[src/rtl/trig_out_pkg.sv]
// trig_out_pkg: shared state encoding, default parameters and saturating increment for trig_out_gen
package trig_out_pkg;
    typedef enum logic {TO_IDLE = 1'b0, TO_HOLD = 1'b1} to_state_e;
    localparam int DEF_N_EV = 8;
    localparam int DEF_CNT_W = 8;
    localparam int DEF_HOLDOFF = 16;
    function automatic logic [15:0] sat_inc(input logic [15:0] value, input int width);
        logic [16:0] max_v;
        max_v = (17'd1 << width) - 17'd1;
        return ({1'b0, value} >= max_v) ? value : value + 16'd1;
    endfunction
endpackage

[src/rtl/trig_ev_counter.sv]
// trig_ev_counter: per-event saturating edge counter, sticky coalesce flag and snapshot register
module trig_ev_counter
    import trig_out_pkg::*;
#(
    parameter int CNT_W = DEF_CNT_W
) (
    input  logic             sys_clk,
    input  logic             reset,
    input  logic             ev_edge,
    input  logic             coalesce,
    input  logic             snapshot,
    output logic [CNT_W-1:0] cnt_snap,
    output logic             ovf_snap
);
    logic [CNT_W-1:0] cnt_q, cnt_d, snap_cnt_q, snap_cnt_d;
    logic ovf_q, ovf_d, snap_ovf_q, snap_ovf_d;
    always_comb begin
        cnt_d = snapshot ? CNT_W'(ev_edge) : ev_edge ? CNT_W'(sat_inc(16'(cnt_q), CNT_W)) : cnt_q;
        ovf_d = snapshot ? 1'b0 : ovf_q | (ev_edge & coalesce);
        snap_cnt_d = snapshot ? cnt_q : snap_cnt_q;
        snap_ovf_d = snapshot ? ovf_q : snap_ovf_q;
    end
    always_ff @(posedge sys_clk) begin
        if (reset) begin
            cnt_q <= '0;
            ovf_q <= 1'b0;
            snap_cnt_q <= '0;
            snap_ovf_q <= 1'b0;
        end else begin
            cnt_q <= cnt_d;
            ovf_q <= ovf_d;
            snap_cnt_q <= snap_cnt_d;
            snap_ovf_q <= snap_ovf_d;
        end
    end
    assign cnt_snap = snap_cnt_q;
    assign ovf_snap = snap_ovf_q;
endmodule

[src/rtl/trig_out_gen.sv]
// trig_out_gen: rate-limited event-to-trigger-out reporter; edge counters built only with TRIG_OUT_CNT_EN
module trig_out_gen
    import trig_out_pkg::*;
#(
    parameter int N_EV = DEF_N_EV,
    parameter int CNT_W = DEF_CNT_W,
    parameter int HOLDOFF = DEF_HOLDOFF
) (
    input  logic                  sys_clk,
    input  logic                  reset,
    input  logic [N_EV-1:0]       ev_in,
    input  logic                  snapshot,
    output logic [N_EV-1:0]       trig_out,
    output logic [N_EV*CNT_W-1:0] ev_cnt,
    output logic [N_EV-1:0]       ev_ovf,
    output logic                  busy
);
    localparam int HW = HOLDOFF > 1 ? $clog2(HOLDOFF) : 1;
    localparam logic [HW-1:0] HOLD_INIT = HW'(HOLDOFF - 1);
    logic [N_EV-1:0] ev_q, ev_edge, pending_q, pending_d, trig_q, trig_d;
    logic [HW-1:0] hold_q, hold_d;
    to_state_e state_q, state_d;
    logic fire;
    assign ev_edge = ev_in & ~ev_q;
    always_comb begin
        fire = (state_q == TO_IDLE) && (pending_q != '0);
        pending_d = fire ? ev_edge : pending_q | ev_edge;
        trig_d = fire ? pending_q : '0;
        state_d = fire ? TO_HOLD : (state_q == TO_HOLD && hold_q == '0) ? TO_IDLE : state_q;
        hold_d = fire ? HOLD_INIT : (state_q == TO_HOLD && hold_q != '0) ? hold_q - 1'b1 : hold_q;
    end
    always_ff @(posedge sys_clk) begin
        ev_q <= ev_in;
        if (reset) begin
            pending_q <= '0;
            trig_q <= '0;
            hold_q <= '0;
            state_q <= TO_IDLE;
        end else begin
            pending_q <= pending_d;
            trig_q <= trig_d;
            hold_q <= hold_d;
            state_q <= state_d;
        end
    end
    assign trig_out = trig_q;
    assign busy = state_q == TO_HOLD;
`ifdef TRIG_OUT_CNT_EN
    for (genvar i = 0; i < N_EV; i++) begin : g_cnt
        trig_ev_counter #(.CNT_W(CNT_W)) u_cnt (
            .sys_clk  (sys_clk),
            .reset    (reset),
            .ev_edge  (ev_edge[i]),
            .coalesce (pending_q[i] & ~fire),
            .snapshot (snapshot),
            .cnt_snap (ev_cnt[i*CNT_W +: CNT_W]),
            .ovf_snap (ev_ovf[i])
        );
    end
`else
    logic unused_snapshot;
    assign unused_snapshot = snapshot;
    assign ev_cnt = '0;
    assign ev_ovf = '0;
`endif
endmodule

[config.mk]
export PLATFORM = sky130hd
export DESIGN_NAME = trig_out_gen
export DESIGN_NICKNAME = d
export VERILOG_FILES = /design/src/rtl/trig_out_pkg.sv /design/src/rtl/trig_ev_counter.sv /design/src/rtl/trig_out_gen.sv
export SDC_FILE = /design/constraint.sdc
export NUM_CORES = 1
export LEC_CHECK = 0
export ABC_AREA = 1
export CAP_MARGIN = 15
export CORE_ASPECT_RATIO = 1.4
export CORE_MARGIN = 1
export CORE_UTILIZATION = 34
export DETAILED_ROUTE_END_ITERATION = 8
export GPL_ROUTABILITY_DRIVEN = 0
export PLACE_DENSITY = 0.77
export SYNTH_ARGS = -nofsm -noshare
export SYNTH_HDL_FRONTEND = slang
export SYNTH_SLANG_ARGS = --single-unit
[constraint.sdc]
create_clock -name sys_clk -period 1.2 [get_ports sys_clk]
set_input_delay 0.18 -clock sys_clk [delete_from_list [all_inputs] [get_ports sys_clk]]
set_output_delay 0.18 -clock sys_clk [all_outputs]
set_load 0.02 [all_outputs]
==> results of run 1 <==
repair_timing:
item / 4_1_cts / 5_1_grt
pin swaps: 0 / 3
resized for setup: 10 / 7
setup endpoints to repair: 10 / 4
sequential cells by signal, summed over array words and instances, names as in the netlist:
register,cells
pending_q,8
trig_out,8
busy,1
hold_q,4
ev_q,8
synthesized netlist by cell type, drive strengths merged:
| cell type | instances | share of area (%) |
|---|---|---|
| a21oi | 10 | 3.3 |
| buf | 74 | 37 |
| clkbuf | 1 | 0.25 |
| conb | 1 | 0.25 |
| dfxtp | 29 | 38 |
| ha | 1 | 0.82 |
| inv | 24 | 5.9 |
| nand2 | 29 | 7.1 |
| nand3 | 4 | 1.3 |
| nand4 | 2 | 0.82 |
| nor2 | 13 | 3.2 |
| o211ai | 1 | 0.82 |
| o21ai | 2 | 0.90 |
| xor2 | 1 | 0.57 |
stage by stage:
| stage | TNS [ps] | total power, W | instance area, sq um | worst slack (ps) |
|---|---|---|---|---|
| global placement | 0 | 0.00167 | 1530 | 33.9 |
| CTS | 0 | 0.00246 | 1610 | 22.5 |
| detailed placement | -11.0 | 0.00170 | 1530 | -11.0 |
| floorplan | 0 | 0.00173 | 1790 | 56.5 |
| finish | 0 | 0.00248 | 1630 | 84.3 |
| global route | 0 | 0.00267 | 1630 | 11.0 |
final cells by class:
class | count | area (sq um)
fill | 449 | 2650
inverter | 24 | 90.1
tap | 60 | 75.1
timing repair buffer | 24 | 214
multi-input combinational | 135 | 586
clock buffer | 6 | 72.6
sequential | 29 | 581
clock inverter | 2 | 10.0
layer usage:
metal	GRT usage, %	share of wire (%)
met1	9.51	37
met2	15.1	50
met3	4.94	11
met4	6.43	2.2
met5	0	0
worst max-delay path by stage:
| stage | depth (start not counted) | startpoint | to | slack, ps |
|---|---|---|---|---|
| floorplan | 7 | hold_q[0] | hold_q[0] | 60 |
| global placement | 7 | hold_q[0] | hold_q[0] | 30 |
| detailed placement | 7 | hold_q[0] | hold_q[0] | -10 |
| CTS | 7 | hold_q[0] | hold_q[0] | 20 |
| global route | 7 | hold_q[0] | hold_q[0] | 10 |
| finish | 1 | busy | busy | 80 |
report_power, final:
part	total, W	switching (W)	internal (W)	leakage [nW]
combinational	0.000646	0.000447	0.000198	0.583
sequential	0.00108	0.0000385	0.00104	0.240
clock	0.000750	0.000351	0.000400	0.0450
cell families (layout without fill, tap and decap cells):
kind of cell               count (synthesis)  count (layout)
buffers and inverters                     99              56
and+or+nand+nor                           48              48
DFF                                       29              29
AOI/OAI and AO/OA                         13              13
adders and majority gates                  1               1
other                                      1              72
xor gates and xnor gates                   1               1
==> impl_metrics.csv, run 1 <==
group,metric,value,unit
critical_path,regToRegStartpoint,"hold_q[0]",
final_layout,utilization,38.1,%
sta,min_period_over_period,93.0,%
detailed_routing,wl_per_cell,6.87,microns
yosys,syn_inst,192,
sta,finClkSkew,3.60,ps
floorplan,start_util,35.7,%
floorplan,rows,28,
sta,finalHoldViolations,0,
yosys,yosys.cell_types.count,16,
yosys,synthXorXnorAreaFrac,0.574,%
clock_tree,cts_hold_buf,0,
global_route,gr-total-overflow,0,
yosys,ys_seq_elements,29,
detailed_routing,drtIter0Drc,15,
critical_path,cp_cell_sequence,"dlygate4sd2_1",
detailed_routing,drt_pass1_iterations,3,
final_layout,mostFrequentLayoutCells,"conb_1 (72), dfxtp_1 (29), nand2_1 (28), inv_1 (22), nor2_1 (13)",
placement,hpwl,1510,microns
critical_path,slowest_stage,"dlygate4sd2_1",
global_route,grt_use_total,9.47,%
yosys,synthSimpleGateAreaFrac,12.5,%
critical_path,cp.arrival,940,ps
final_layout,fin_cells,280,
global_route,grt_max_degree,13,
clock_tree,root_buffer,"clkbuf_8",
sta,min_period,1120,ps
status,status,"completed",
power_and_ir_drop,power.density,1520,nW/um^2
sta,fmax,0.896,GHz
global_route,antenna_found_initial,0,
floorplan,die_y,81.2,microns
critical_path,reg2reg_slack,100,ps
yosys,yosysSeqAreaShare,38.1,%
sta,maxSlewViolCount,0,
sta,worst_hold_slack,366,ps
yosys,synthMuxAreaShare,0,%
yosys,netlist_area,1530,sq um
final_layout,nNetsFinal,231,
critical_path,cp_top_family,"buffers and inverters",
detailed_routing,wl,1920,microns
clock_tree,cts.htree.levels,2,
min_path,min_path_type,"in2reg",
placement,port_buffers,18,
critical_path,cp_max_fo,2,
clock_tree,numCtsBuffers,5,
detailed_routing,routed_via_density,3.36,
detailed_routing,num_vias,940,
yosys,synth_compound_area_share,5.00,%
power_and_ir_drop,p_leak,0.869,nW
sta,rsz0062_at_grt,"false",
yosys,ys_warn_count,0,
final_layout,final_common_cell,"conb_1",
min_path,min_to,"ev_q[7]",
critical_path,cp-start-kind,"register",
critical_path,crit_type,"reg2out",
sta,setup_violations,0,
critical_path,crit_buf_inv,1,
run,cap_violations,0,
critical_path,rr_worst_depth,7,
yosys,synth_top_family_by_area,"buffers and inverters",
clock_tree,cts_setup_buffers,0,
power_and_ir_drop,ir_drop,527,uV
clock_tree,clock_latency,280,ps
yosys,synth-adder-area-share,0.820,%
global_route,grt_pass1_wl,3190,microns
detailed_routing,drt.antenna.violating_nets,0,
min_path,min_from,"ev_in[7]",
clock_tree,clockBufferDepth,2,
final_layout,layout-drive-gt1-share,9.09,%
clock_tree,clk_pin_slew_worst_paths,60,ps
global_route,grt_pass1_vias,763,
floorplan,ios,92,
final_layout,antenna_cells,0,
clock_tree,cts_sinks,29,
floorplan,die_width,58.6,microns
min_path,whs_path_depth,1,
clock_tree,cts_tree,"done",
critical_path,cp_slowest_stage_delay,330,ps
floorplan,core,4270,sq um
detailed_routing,route.detailed.drc,0,
final_layout,syn_to_final_growth,6.73,%
critical_path,cp_data_required_time,1020,ps
yosys,syn_area_per_cell,7.94,sq um
critical_path,reg2reg_to,"hold_q[0]",
placement,placed_cells,272,
floorplan,die_area,4760,sq um
critical_path,endpoint_kind,"output port",
Power figures use the tool's default switching activity.
==> run 2, diff against run 1 <==
--- a/config.mk
+++ b/config.mk
@@ -8,11 +8,12 @@
 export ABC_AREA = 1
 export CAP_MARGIN = 15
 export CORE_ASPECT_RATIO = 1.4
-export CORE_MARGIN = 1
+export CORE_MARGIN = 4
 export CORE_UTILIZATION = 34
 export DETAILED_ROUTE_END_ITERATION = 8
 export GPL_ROUTABILITY_DRIVEN = 0
 export PLACE_DENSITY = 0.77
+export SETUP_SLACK_MARGIN = 0.05
 export SYNTH_ARGS = -nofsm -noshare
 export SYNTH_HDL_FRONTEND = slang
 export SYNTH_SLANG_ARGS = --single-unit
==> run 2 against run 1 <==
  * Hold slack better by 15 ps
  * Global-route usage fell by 1.6 points
  * Clock-buffer cell count is 1 higher
  * Via count up 2.6%
  * Sequential cell count unchanged
  * Sequential share of layout area is 0.30 points lower
  * First-iteration DRC count grew 13%
  * Setup slack improved by 27 ps
  * Critical endpoint is now trig_out[1]
  * Largest power group unchanged
  * Highest routed layer unchanged
==> impl_metrics.csv, run 2 (synthesized netlist as in run 1, its figures left out) <==
group,metric,value,unit
clock_tree,clock_latency,270,ps
sta,maxSlewViolCount,0,
critical_path,cp_max_fo,1,
sta,min_period,1090,ps
clock_tree,numCtsBuffers,5,
clock_tree,clockBufferDepth,2,
floorplan,ios,92,
critical_path,crit_buf_inv,1,
global_route,antenna_found_initial,0,
critical_path,rr_worst_depth,8,
global_route,grt_max_degree,13,
clock_tree,clk_pin_slew_worst_paths,60,ps
power_and_ir_drop,p_int,0.00171,W
clock_tree,root_buffer,"clkbuf_8",
detailed_routing,routed_via_density,3.44,
global_route,grt_pass1_vias,770,
placement,port_buffers,18,
placement,placed_cells,272,
clock_tree,cts.htree.levels,2,
run,cap_violations,0,
critical_path,critPathLaunch,"trig_out[1]",
detailed_routing,route.detailed.drc,0,
critical_path,cp_slowest_stage_delay,330,ps
final_layout,syn_to_final_growth,7.88,%
final_layout,fin_cells,280,
power_and_ir_drop,pwr-share-seq,42.9,%
power_and_ir_drop,clkPwrFrac,30.6,%
power_and_ir_drop,power.density,1540,nW/um^2
detailed_routing,num_vias,964,
sta,fmax,0.918,GHz
final_layout,fillers,465,
critical_path,cp_top_family,"buffers and inverters",
detailed_routing,wl,2280,microns
detailed_routing,drt_pass1_iterations,4,
critical_path,endpoint_kind,"output port",
sta,finalHoldViolations,0,
critical_path,reg2reg_slack,110,ps
critical_path,crit_type,"reg2out",
global_route,grt_use_total,7.82,%
floorplan,die_width,64.6,microns
power_and_ir_drop,ir_drop,884,uV
floorplan,rows,28,
power_and_ir_drop,swShare,32.6,%
critical_path,cp_num_cells,1,
floorplan,core,4270,sq um
floorplan,die_y,87.2,microns
final_layout,final_common_cell,"conb_1",
critical_path,cp_cell_sequence,"dlygate4sd2_1",
critical_path,cp.arrival,910,ps
status,status,"completed",
power_and_ir_drop,p_leak,0.871,nW
detailed_routing,drt.antenna.violating_nets,0,
sta,setup_violations,0,
floorplan,start_util,35.7,%
final_layout,finalInstanceArea,1650,sq um
detailed_routing,drtIter0Drc,17,
final_layout,nNetsFinal,232,
detailed_routing,wl_per_cell,8.15,microns
final_layout,mostFrequentLayoutCells,"conb_1 (72), nand2_1 (28), dfxtp_1 (28), inv_1 (21), nor2_1 (13)",
sta,min_period_over_period,90.7,%
critical_path,slowest_stage,"dlygate4sd2_1",
global_route,grt_pass1_wl,3170,microns
critical_path,cp-start-kind,"register",
global_route,gr-total-overflow,0,
sta,rsz0062_at_grt,"true",
clock_tree,cts_hold_buf,0,
power_and_ir_drop,p_comb_share,26.5,%
clock_tree,cts_tree,"done",
floorplan,die_area,5640,sq um
min_path,min_path_type,"in2reg",
final_layout,layout-drive-gt1-share,10.5,%
placement,hpwl,1810,microns
final_layout,antenna_cells,0,
critical_path,endpoint,"trig_out[1]",
critical_path,reg2reg_to,"hold_q[2]",
critical_path,cp_data_required_time,1020,ps
power_and_ir_drop,power.net_switching,0.000825,W
clock_tree,cts_sinks,29,
placement,place_area,1530,sq um
critical_path,regToRegStartpoint,"hold_q[1]",
sta,finClkSkew,5.58,ps
==> run 2: layout make-up <==
cell class                 count  area (sq um)  area share, %
sequential                    29           582           35.4
multi-input combinational    135           589           35.8
tap                           60          75.1           4.56
inverter                      24          90.1           5.48
clock buffer                   7          86.3           5.25
timing repair buffer          25           223           13.5
==> run 2: per-stage QoR <==
stage	setup TNS [ps]	total power, W	util [%]	hold slack (ps)	worst slack (ps)
3_5_place_dp	-21.5	0.00170	35.8	435	-21.5
5_1_grt	0	0.00270	38.5	373	18.9
6_report	0	0.00253	38.5	381	111
2_1_floorplan	0	0.00173	-	208	56.5
3_3_place_gp	0	0.00167	35.8	432	39.6
4_1_cts	0	0.00251	37.8	369	51.7
==> run 2: worst min-delay path by stage <==
| stage | startpoint | end | slack [ps] | cells past startpoint |
|---|---|---|---|---|
| final | ev_in[2] | ev_q[2] | 380 | 1 |
| after global routing | ev_in[7] | ev_q[7] | 370 | 1 |
| after CTS | ev_in[2] | ev_q[2] | 370 | 1 |
| after detailed placement | pending_q[7] | trig_out[7] | 440 | 2 |
| after global placement | pending_q[7] | trig_out[7] | 430 | 2 |
| after floorplan | ev_in[0] | ev_q[0] | 210 | 0 |
==> run 2: layer usage <==
layer	global-route usage [%]	share of wire, %	vias to the layer above
met3	4.13	15	5
met5	0	0	-
met4	6.35	2.8	0
met1	6.34	31	408
li1	-	-	483
met2	13.7	51	68
==> run 2: repair_timing <==
action | 4_1_cts | 5_1_grt
pin swaps | 1 | 3
gates resized for setup | 14 | 7
buffers inserted | 0 | 1
endpoints found under the setup margin | 12 | 4
==> run 2: power groups by stage <==
stage | logic [W] | registers [W] | clock network, W
2_1_floorplan | 0.000616 | 0.00112 | 0
3_3_place_gp | 0.000577 | 0.00110 | 0
3_5_place_dp | 0.000604 | 0.00110 | 0
4_1_cts | 0.000611 | 0.00108 | 0.000816
5_1_grt | 0.000744 | 0.00109 | 0.000859
6_report | 0.000671 | 0.00109 | 0.000775
==> run 3, diff against run 2 <==
--- a/config.mk
+++ b/config.mk
@@ -13,7 +13,7 @@
 export DETAILED_ROUTE_END_ITERATION = 8
 export GPL_ROUTABILITY_DRIVEN = 0
 export PLACE_DENSITY = 0.77
-export SETUP_SLACK_MARGIN = 0.05
+export SETUP_SLACK_MARGIN = 0.3
 export SYNTH_ARGS = -nofsm -noshare
 export SYNTH_HDL_FRONTEND = slang
 export SYNTH_SLANG_ARGS = --single-unit
==> run 3 against run 2 <==
  * Routed wire length up 3.8%
  * Power up 7.9%
  * Cell count up 2.1%
  * Hold slack worse by 7.7 ps
  * Clock power up 12%
  * Utilization up 3.7 points
  * Register-to-register slack worse by 30 ps
  * Clock skew down 2.0 ps
  * Largest power group unchanged
  * Combinational power up 14%
==> impl_metrics.csv, run 3 (synthesized netlist as in run 1, its figures left out) <==
group,metric,value,unit
status,status,"completed",
global_route,grt_use_total,7.92,%
clock_tree,numCtsBuffers,5,
floorplan,die_area,5640,sq um
final_layout,mostFrequentLayoutCells,"conb_1 (72), nand2_1 (25), inv_1 (21), dfxtp_1 (14), dfxtp_2 (14)",
global_route,grt_max_degree,13,
sta,rsz0062_at_grt,"true",
critical_path,crit_buf_inv,2,
floorplan,start_util,35.7,%
critical_path,reg2reg_to,"busy",
final_layout,nNetsFinal,237,
detailed_routing,route.detailed.drc,0,
clock_tree,clock_latency,280,ps
detailed_routing,drtIter0Drc,11,
sta,min_period,1120,ps
final_layout,utilization,42.2,%
power_and_ir_drop,p_leak,0.911,nW
global_route,gr-total-overflow,0,
critical_path,cp_top_family,"flip-flops",
run,cap_violations,0,
sta,setup_violations,0,
clock_tree,clockBufferDepth,2,
critical_path,cp.arrival,1290,ps
placement,pre_cts_ws,1.74,ps
sta,min_period_over_period,93.2,%
final_layout,antenna_cells,0,
power_and_ir_drop,ir_drop,835,uV
sta,fmax,0.894,GHz
critical_path,slowest_stage,"dfxtp_2",
final_layout,syn_to_final_growth,18.3,%
critical_path,rr_worst_depth,6,
clock_tree,clk_pin_slew_worst_paths,60,ps
critical_path,regToRegStartpoint,"pending_q[5]",
detailed_routing,drt_pass1_iterations,4,
critical_path,cp_data_required_time,1370,ps
sta,fin_setup_tns,0,ps
critical_path,cp-start-kind,"register",
detailed_routing,wl_per_cell,8.28,microns
floorplan,ios,92,
min_path,min_path_type,"in2reg",
floorplan,core,4270,sq um
critical_path,critPathLaunch,"pending_q[5]",
detailed_routing,wl,2370,microns
sta,setup_slack,81.2,ps
sta,worst_hold_slack,373,ps
final_layout,final_common_cell,"conb_1",
detailed_routing,routed_via_density,3.47,
sta,finalHoldViolations,0,
clock_tree,cts.htree.levels,2,
global_route,grt_pass1_vias,842,
sta,finClkSkew,3.62,ps
min_path,min_from,"ev_in[5]",
floorplan,die_y,87.2,microns
placement,hpwl,1840,microns
clock_tree,cts_sinks,29,
detailed_routing,drt.antenna.violating_nets,0,
global_route,antenna_found_initial,0,
placement,port_buffers,18,
floorplan,die_width,64.6,microns
critical_path,cp_slowest_stage_delay,320,ps
clock_tree,cts_tree,"done",
floorplan,rows,28,
final_layout,layout-drive-gt1-share,28.3,%
power_and_ir_drop,power.density,1520,nW/um^2
power_and_ir_drop,p_total,0.00273,W
critical_path,crit_type,"reg2reg",
min_path,whs_path_depth,1,
min_path,min_to,"ev_q[5]",
sta,maxSlewViolCount,0,
clock_tree,root_buffer,"clkbuf_8",
detailed_routing,num_vias,992,
critical_path,cp_max_fo,4,
critical_path,reg2reg_slack,80,ps
critical_path,cp_cell_sequence,"nor2_2 > nand2_2 > buf_6 > o21ai_4 > buf_4 > a21oi_2",
global_route,grt_pass1_wl,3320,microns
critical_path,endpoint_kind,"register",
==> run 3: cell types whose count changed in the layout (fill, tap and decap cells not counted), sizes merged <==
cell / before / now
dlygate4sd2: 8 / 0
clkdlybuf4s15: 1 / 0
clkinv: 0 / 1
buf: 7 / 21
==> run 3: stage by stage <==
step	std cells	instance area, sq um
finish	286	1800
global route	286	1800
CTS	284	1760
detailed placement	274	1580
global placement	274	1580
floorplan	263	1830
==> run 3: worst register-to-register path: stages (launching register included) <==
cell and delay (ps):
dfxtp_2 320, nor2_2 110, nand2_2 80, buf_6 120
o21ai_4 190, buf_4 150, a21oi_2 40
==> run 3: worst max path at each step <==
stage	to	slack (ps)	cells after the start
4_1_cts	pending_q[5]	70	6
6_report	busy	80	6
3_3_place_gp	trig_out[7]	10	4
3_5_place_dp	hold_q[0]	2	4
2_1_floorplan	hold_q[0]	220	7
5_1_grt	busy	30	6
==> run 3: repair_timing <==
action	CTS	global route
endpoints found under the setup margin	24	24
gates resized for setup	72	13
pin swaps	11	5
endpoints found under the hold margin	0	0
buffers inserted	2	2
hold buffers	0	0
==> run 3: layout make-up <==
class | count | area, sq um
fill | 436 | 2470
multi-input combinational | 135 | 643
inverter | 24 | 90.1
timing repair buffer | 30 | 293
clock inverter | 1 | 5.00
sequential | 29 | 602
tap | 60 | 75.1
clock buffer | 7 | 96.3
==> run 3: metal layers <==
layer  global-route usage (%)  up-vias  wire (microns)
li1                         -      498               -
met1                     6.34      424             741
met2                     14.9       65            1240
met3                     3.75        5             335
met4                     5.19        0              55
met5                        0        -               0
==> run 3: report_power, final <==
part	switching, W	internal [W]
clock	0.000349	0.000517
sequential	0.0000480	0.00105
combinational	0.000500	0.000265
total	0.000897	0.00184
